`src/rtl/hilo_pkg.sv`:
```
// hilo_pkg: definitions shared by the HI/LO register unit and its watchdog.
//   - parameter defaults for data width, timeout limit and counter width
//   - hilo_state_e: tracks which unit, if any, owes the HI/LO pair a result
package hilo_pkg;

  localparam int unsigned WIDTH_DEF          = 32;
  localparam int unsigned TIMEOUT_CYCLES_DEF = 40;
  localparam int unsigned CNT_W_DEF          = 6;

  typedef enum logic [1:0] {
    IDLE      = 2'd0,
    MULT_WAIT = 2'd1,
    DIV_WAIT  = 2'd2
  } hilo_state_e;

endpackage

```
`src/rtl/op_watchdog.sv`:
```
// op_watchdog: cycle counter that watches an outstanding operation.
//   clk, rst_n : clock, asynchronous active-low reset
//   clr        : restart counting from zero (a new operation was issued)
//   en         : one more cycle passed without the operation completing
//   count      : current count
//   tc         : terminal count, combinational; high while en is high and
//                count has reached LIMIT-1, so this cycle exhausts the budget
module op_watchdog #(
  parameter int unsigned LIMIT = 40,
  parameter int unsigned CNT_W = 6
) (
  input  logic             clk,
  input  logic             rst_n,
  input  logic             clr,
  input  logic             en,
  output logic [CNT_W-1:0] count,
  output logic             tc
);

  localparam logic [CNT_W-1:0] LAST = CNT_W'(LIMIT - 1);

  assign tc = en && (count == LAST);

  always_ff @(posedge clk or negedge rst_n) begin
    if (!rst_n) begin
      count <= '0;
    end else if (clr) begin
      count <= '0;
    end else if (en) begin
      // Wrap at the terminal count so the next operation starts from zero
      // even if it is issued without an explicit clear.
      if (count == LAST) count <= '0;
      else               count <= count + 1'b1;
    end
  end

endmodule

```
`src/rtl/hilo_unit.sv`:
```
// hilo_unit: architectural HI/LO register pair fed by the multiplier and
// the divider, serving MFHI/MFLO reads and MTHI/MTLO writes.
//   clk, rst_n            : clock, asynchronous active-low reset
//   mult_start, div_start : operation issued this cycle (div wins if both)
//   mult_done/hi/lo       : multiplier result
//   div_done/quot/rem     : divider result, div_by_zero qualifies it
//   mthi, mtlo, wdata     : writes to HI/LO (both may be written together)
//   mfhi, mflo            : read requests (HI wins if both)
//   rdata, rdata_valid    : registered read data, one cycle after request
//   stall                 : request blocked because an op is outstanding
//   hi, lo                : current register contents
//   busy                  : an operation is outstanding
//   div_zero_flag         : last captured divide had a zero divisor
//   timeout               : one-cycle pulse, outstanding op abandoned
module hilo_unit
  import hilo_pkg::*;
#(
  parameter int unsigned WIDTH          = WIDTH_DEF,
  parameter int unsigned TIMEOUT_CYCLES = TIMEOUT_CYCLES_DEF,
  parameter int unsigned CNT_W          = CNT_W_DEF
) (
  input  logic             clk,
  input  logic             rst_n,
  input  logic             mult_start,
  input  logic             div_start,
  input  logic             mult_done,
  input  logic [WIDTH-1:0] mult_hi,
  input  logic [WIDTH-1:0] mult_lo,
  input  logic             div_done,
  input  logic [WIDTH-1:0] div_quot,
  input  logic [WIDTH-1:0] div_rem,
  input  logic             div_by_zero,
  input  logic             mthi,
  input  logic             mtlo,
  input  logic [WIDTH-1:0] wdata,
  input  logic             mfhi,
  input  logic             mflo,
  output logic [WIDTH-1:0] rdata,
  output logic             rdata_valid,
  output logic             stall,
  output logic [WIDTH-1:0] hi,
  output logic [WIDTH-1:0] lo,
  output logic             busy,
  output logic             div_zero_flag,
  output logic             timeout
);

  hilo_state_e      state_q, state_d;
  logic             start_any;
  logic             done_match;
  logic             capture_mult;
  logic             capture_div;
  logic             expire;
  logic             wd_en;
  logic             wd_tc;
  logic [CNT_W-1:0] wd_count;
  logic             rd_req;
  logic             rd_ok;

  assign busy      = (state_q != IDLE);
  assign start_any = mult_start | div_start;
  assign rd_req    = mfhi | mflo;
  assign rd_ok     = rd_req & ~busy;
  // Depends only on registered state and inputs, never on rdata/hi/lo.
  assign stall     = (rd_req | mthi | mtlo) & busy;

  assign done_match = ((state_q == MULT_WAIT) & mult_done) |
                      ((state_q == DIV_WAIT)  & div_done);

  // The watchdog only ages a wait that neither restarts nor completes.
  assign wd_en = busy & ~start_any & ~done_match;

  op_watchdog #(
    .LIMIT (TIMEOUT_CYCLES),
    .CNT_W (CNT_W)
  ) u_watchdog (
    .clk   (clk),
    .rst_n (rst_n),
    .clr   (start_any),
    .en    (wd_en),
    .count (wd_count),
    .tc    (wd_tc)
  );

  always_ff @(posedge clk or negedge rst_n) begin
    if (!rst_n) state_q <= IDLE;
    else        state_q <= state_d;
  end

  // A start overrides everything, including a result arriving in the same
  // cycle; done and timeout are only considered in the matching wait state.
  always_comb begin
    state_d      = state_q;
    capture_mult = 1'b0;
    capture_div  = 1'b0;
    expire       = 1'b0;
    if (div_start) begin
      state_d = DIV_WAIT;
    end else if (mult_start) begin
      state_d = MULT_WAIT;
    end else begin
      unique case (state_q)
        MULT_WAIT: begin
          if (mult_done) begin
            capture_mult = 1'b1;
            state_d      = IDLE;
          end else if (wd_tc) begin
            expire  = 1'b1;
            state_d = IDLE;
          end
        end
        DIV_WAIT: begin
          if (div_done) begin
            capture_div = 1'b1;
            state_d     = IDLE;
          end else if (wd_tc) begin
            expire  = 1'b1;
            state_d = IDLE;
          end
        end
        default: state_d = IDLE;
      endcase
    end
  end

  // Captures happen only while busy and writes only while idle, so the two
  // never compete for HI/LO in the same cycle.
  always_ff @(posedge clk or negedge rst_n) begin
    if (!rst_n) begin
      hi            <= '0;
      lo            <= '0;
      div_zero_flag <= 1'b0;
    end else if (capture_mult) begin
      hi <= mult_hi;
      lo <= mult_lo;
    end else if (capture_div) begin
      hi            <= div_rem;
      lo            <= div_quot;
      div_zero_flag <= div_by_zero;
    end else if (!busy) begin
      if (mthi) hi <= wdata;
      if (mtlo) lo <= wdata;
    end
  end

  // Reads sample the pre-edge HI/LO, so a same-cycle write is not visible.
  always_ff @(posedge clk or negedge rst_n) begin
    if (!rst_n) begin
      rdata       <= '0;
      rdata_valid <= 1'b0;
      timeout     <= 1'b0;
    end else begin
      rdata_valid <= rd_ok;
      timeout     <= expire;
      if (rd_ok) rdata <= mfhi ? hi : lo;
    end
  end

endmodule

```
`config.mk`:
```
export PLATFORM = sky130hd
export DESIGN_NAME = hilo_unit
export DESIGN_NICKNAME = d
export VERILOG_FILES = /design/src/rtl/hilo_pkg.sv /design/src/rtl/op_watchdog.sv /design/src/rtl/hilo_unit.sv
export SDC_FILE = /design/constraint.sdc
export NUM_CORES = 1
export LEC_CHECK = 0
export CORE_MARGIN = 5
export CORE_UTILIZATION = 35
export CTS_BUF_LIST = sky130_fd_sc_hd__clkbuf_8
export DETAILED_ROUTE_END_ITERATION = 6
export GPL_ROUTABILITY_DRIVEN = 0
export HOLD_SLACK_MARGIN = 0.06
export PLACE_DENSITY_LB_ADDON = 0.1
export SLEW_MARGIN = 15
export SYNTH_ARGS = -nofsm -noshare
export SYNTH_HDL_FRONTEND = slang
export SYNTH_SLANG_ARGS = --single-unit
export TNS_END_PERCENT = 30
```
`constraint.sdc`:
```
create_clock -name clk -period 5.1 [get_ports clk]
set_input_delay 1.02 -clock clk [delete_from_list [all_inputs] [get_ports clk]]
set_output_delay 1.02 -clock clk [all_outputs]
set_load 0.005 [all_outputs]
```
Word level (Yosys, flattened, before mapping)
Cells that the tools add are included.

word-level totals
  output and inout port bits = 101
  register bits = 107

operators by class
  add/sub/neg operators = 1
  reductions and logical operators = 8
  equality and inequality tests = 4
  multiplexer cells = 32
  bitwise operators = 15

operator list
  operator             count
  $mux 32              9
  $mux 6               3
  $mux 1               13
  $mux 2               5
  $add 6x1->6 const B  1
  $and 1x1->1          6
  $eq 6x6->1 const B   1
  $reduce_and 2->1     3
  $reduce_bool 3->1    2
  $or 1x1->1           5
  $not 1->1            4
  $pmux 2 s2           1
  $reduce_bool 2->1    2
  $ne 3x1->1 const B   1
  $eq 2x1->1 const B   1
  $eq 2x2->1 const B   1
  $pmux 1 s2           1
  $logic_and 1x1->1    1

Depth between registers and ports, before layout
  depth in word-level cells = 11
  gate-level depth with buffers = 8
  gate-level depth less buffers = 6

By module
Synthesis repeated with hierarchy kept, for this count alone.

unflattened totals
  cell total of the unflattened synthesis = 507
  area, all modules = 5555.3 um^2

modules (own cells, without submodules)
  module       seq. area each (um^2)  area an instance (um^2)  cells each  instances
  hilo_unit    2527.4                 5227.5                   480         1
  op_watchdog  150.1                  327.8                    27          1

Worst setup path after synthesis
Ideal clock, no wire load.

  kind = input-to-output
  start = in mfhi
  end = out stall
  cell stages on the path = 4
  setup slack = 2334 ps
  arrival time = 1746 ps
  path through = clkbuf_1 > buf_2 > nor4_1 > nor2_1

on the way
  word-level cells in the longest chain between the ends = 4

RTL lines
  element                  line             RTL
  start, declared          hilo_unit.sv:36  input logic mfhi,
  $or 1x1->1               hilo_unit.sv:62  assign rd_req = mfhi | mflo;
  $or 1x1->1 (2 in a row)  hilo_unit.sv:65  assign stall = (rd_req | mthi | mtlo) & busy;
  $and 1x1->1              hilo_unit.sv:65
  end, declared            hilo_unit.sv:40  output logic stall,

Every way passes these cells.

Worst setup path after layout
  start = in mflo
  end = out stall

on the way
  word-level cells in the longest chain between the ends = 4

RTL lines
  element                  line             RTL
  start, declared          hilo_unit.sv:37  input logic mflo,
  $or 1x1->1               hilo_unit.sv:62
  $or 1x1->1 (2 in a row)  hilo_unit.sv:65
  $and 1x1->1              hilo_unit.sv:65

Every way passes these cells.

==> flow_metrics.py <==
metrics = {
    "status": {
        "status": "complete, no violations",
    },
    "die": {
        "fp.dieW_um": 135,
        "initial_core_util_pct": 35.7,
        "die_y_um": 135,
        "pin_count": 272,
        "core_area_sq_mm": 0.0152,
        "dieArea_sq_mm": 0.0181,
        "num_rows": 45,
    },
    "worst_setup_path": {
        "path_class": "in2out",
        "cp-end-kind": "primary output",
        "endpoint": "stall",
        "startpoint": "mflo",
        "r2r-end": "lo[15]",
        "cp-start-kind": "primary input",
        "crit_fanout": 2,
        "reg2reg_slack_ns": 2.31,
        "arrival_ns": 2.30,
        "reg2reg_from": "state_q[0]",
        "rr_worst_depth": 7,
        "required_ns": 4.08,
    },
    "timing": {
        "finalSetupViolations": 0,
        "slew_headroom_pct": 28.6,
        "period_needed_ns": 3.32,
        "fin_crit_sh_pct": 65.2,
        "drv_slew": 0,
        "finalHoldViolations": 0,
        "tightest_slew_ns": 1.07,
        "fin_tns_setup_ns": 0,
        "max_freq_ghz": 0.301,
        "clock_skew_ns": 0.0157,
        "rsz0062_at_grt": "no",
    },
    "clock_tree": {
        "cts_hold_buf": 0,
        "clockBufferDepth": 2,
        "clk_pin_slew_ns": 0.09,
        "cts_made_buffers": 9,
        "cts_sinks": 107,
        "htreeDepth": 3,
        "cts_resized": 0,
        "insertion_delay_ns": 0.37,
        "cts_tree": "built",
        "post_cts_buffers": 0,
        "root_buffer": "clkbuf_8",
    },
    "synth": {
        "synth_cell_types": 37,
        "syn_area_sq_mm": 0.00543,
        "syn_avg_cell_area_sq_um": 8.81,
        "synth_top_family_by_area": "compound AO/OA/AOI/OAI gates",
        "yosys_warnings": 0,
        "yosysSeqAreaShare_pct": 49.3,
        "synth.largest_area_cell": "dfrtp_1",
        "yosys-top-cells-area": "dfrtp_1 (49%), nand2_1 (10%), o21ai_0 (9.0%)",
        "synthCells": 616,
        "synthAdderAreaFrac_pct": 0.922,
        "synth_compound_area_share_pct": 21.7,
        "synth_top_area_share_pct": 49.3,
        "yosys.area_share.simple_pct": 16.3,
        "synth_xor_area_share_pct": 0.323,
        "synth_nets": 791,
        "synth_seq_cells": 107,
        "muxShareOfSynthArea_pct": 6.50,
    },
    "drt": {
        "wl_met3_mm": 1.47,
        "post_drt_wl_per_cell_um": 19.4,
        "first_pass_iters": 5,
        "totalWireLength_mm": 20.4,
        "ant_nets": 0,
        "vias": 5544,
        "drt_iter0_drc": 385,
        "dr.max_layer_used": "met4",
        "drc": 0,
        "viasPerCell": 5.27,
        "wl_met1_mm": 8.71,
        "wl_met2_mm": 9.90,
    },
    "layout": {
        "areaGrowthSynthToFinish_pct": 54.9,
        "finalNonFillerCells": 1052,
        "n_antenna_cell": 0,
        "nets": 1034,
        "drive_gt1_share_pct": 4.28,
        "final_core_util_pct": 55.3,
    },
    "grt": {
        "grt_pass1_vias": 5593,
        "overflow": 0,
        "antenna_found_initial": 0,
        "grt_usage_pct": 22.1,
        "grt_max_degree": 67,
        "grt_pass1_wl_mm": 31.6,
    },
    "pwr": {
        "vdd_drop_max_mv": 0.132,
        "p_per_area_mw_per_mm2": 306,
        "p_leak_uw": 0.00336,
    },
    "placement": {
        "dp_hpwl_mm": 15.2,
        "port_buffers": 271,
        "dp_cells": 1036,
    },
    "run": {
        "cap_violations": 0,
    },
    "min_path": {
        "hold_class": "reg2reg",
    },
}
## cells in the final DEF, fill, tap and decap left out, types with 2 or more instances in the layout
master	n
o21ai_4	3
nand4_1	3
clkbuf_8	11
inv_1	8
nand2_1	144
nor2b_1	11
nor2_1	49
dfrtp_1	107
ha_1	4
nand3_1	3
o21ai_0	97
mux2_2	2
o21a_1	2
o21ai_1	21
a211oi_1	22
buf_4	7
a31oi_1	42
and4bb_2	2
o31ai_1	2
a22o_1	2
xor2_1	2
clkdlybuf4s50_1	269
mux2i_1	33
clkinv_2	2
## flip-flops by register name, summed over array words and instances (netlist names)
signal	count
u_watchdog.count	6
div_zero_flag	1
state_q	2
rdata	32
lo	32
hi	32
timeout	1
rdata_valid	1
## worst min-delay path by stage
stage,from,endpoint,slack [ns],cells past startpoint
CTS,rdata[10],rdata[10],0.49,2
global placement,rdata[4],rdata[4],0.46,2
detailed placement,rdata[10],rdata[10],0.47,2
global route,rdata[31],rdata[31],0.51,2
floorplan,rdata[0],rdata[0],0.47,2
finish,rdata[10],rdata[10],0.49,2
## area by class of cell
class / instances / area, sq um
sequential: 107 / 2680
clock buffer: 11 / 151
inverter: 7 / 26.3
timing repair buffer: 277 / 2750
tap: 188 / 235
multi-input combinational: 457 / 2510
clock inverter: 5 / 52.6
fill: 1370 / 6800
## logic make-up after synthesis
| logic type | after synthesis |
|---|---|
| AOI/OAI and AO/OA | 199 |
| xor gates and xnor gates | 2 |
| adders and majority gates | 4 |
| buffers and inverters | 52 |
| DFF | 107 |
| muxes | 35 |
| and+or+nand+nor | 217 |
## critical path: stages
cell,delay [ns]
clkdlybuf4s50_1,0.48
nor4_1,0.28
nor2_1,0.07
clkdlybuf4s50_1,0.46
## cell usage after synthesis (all sizes together)
library cell  instances
nand2               144
o21ai               121
dfrtp               107
nor2                 49
a31oi                42
buf                  34
mux2i                33
a211oi               23
clkbuf               11
nor2b                11
inv                   7
ha                    4
nand3                 3
nand4                 3
a22o                  2
and4bb                2
mux2                  2
o21a                  2
o31ai                 2
or2                   2
xor2                  2
a21boi                1
a21o                  1
a21oi                 1
a221o                 1
a221oi                1
a22oi                 1
and3                  1
nor4                  1
o22ai                 1
or2b                  1
## layer usage
metal  vias up  GRT usage, %
li1       2633             -
met1      2655          29.0
met2       234          37.1
met3        22          4.73
met4         0          6.33
met5         -             0
## metrics by stage
| stage | worst slack, ns | area, sq um | power [uW] | hold WS (ns) |
|---|---|---|---|---|
| after CTS | 1.76 | 8400 | 2600 | 0.492 |
| after global routing | 1.68 | 8400 | 2720 | 0.510 |
| after global placement | 1.52 | 8200 | 2040 | 0.464 |
| after detailed placement | 1.44 | 8200 | 2060 | 0.469 |
| after floorplan | 2.33 | 5430 | 1420 | 0.473 |
| final | 1.78 | 8400 | 2570 | 0.487 |
## where the power goes
part / leakage [uW] / internal, uW / switching, uW / total [uW]
Combinational: 0.00196 / 530 / 340 / 870
Clock: 0.000110 / 252 / 292 / 544
Sequential: 0.00129 / 1020 / 136 / 1160
Total: 0.00336 / 1810 / 767 / 2570
(Power assumes the default switching activity.)
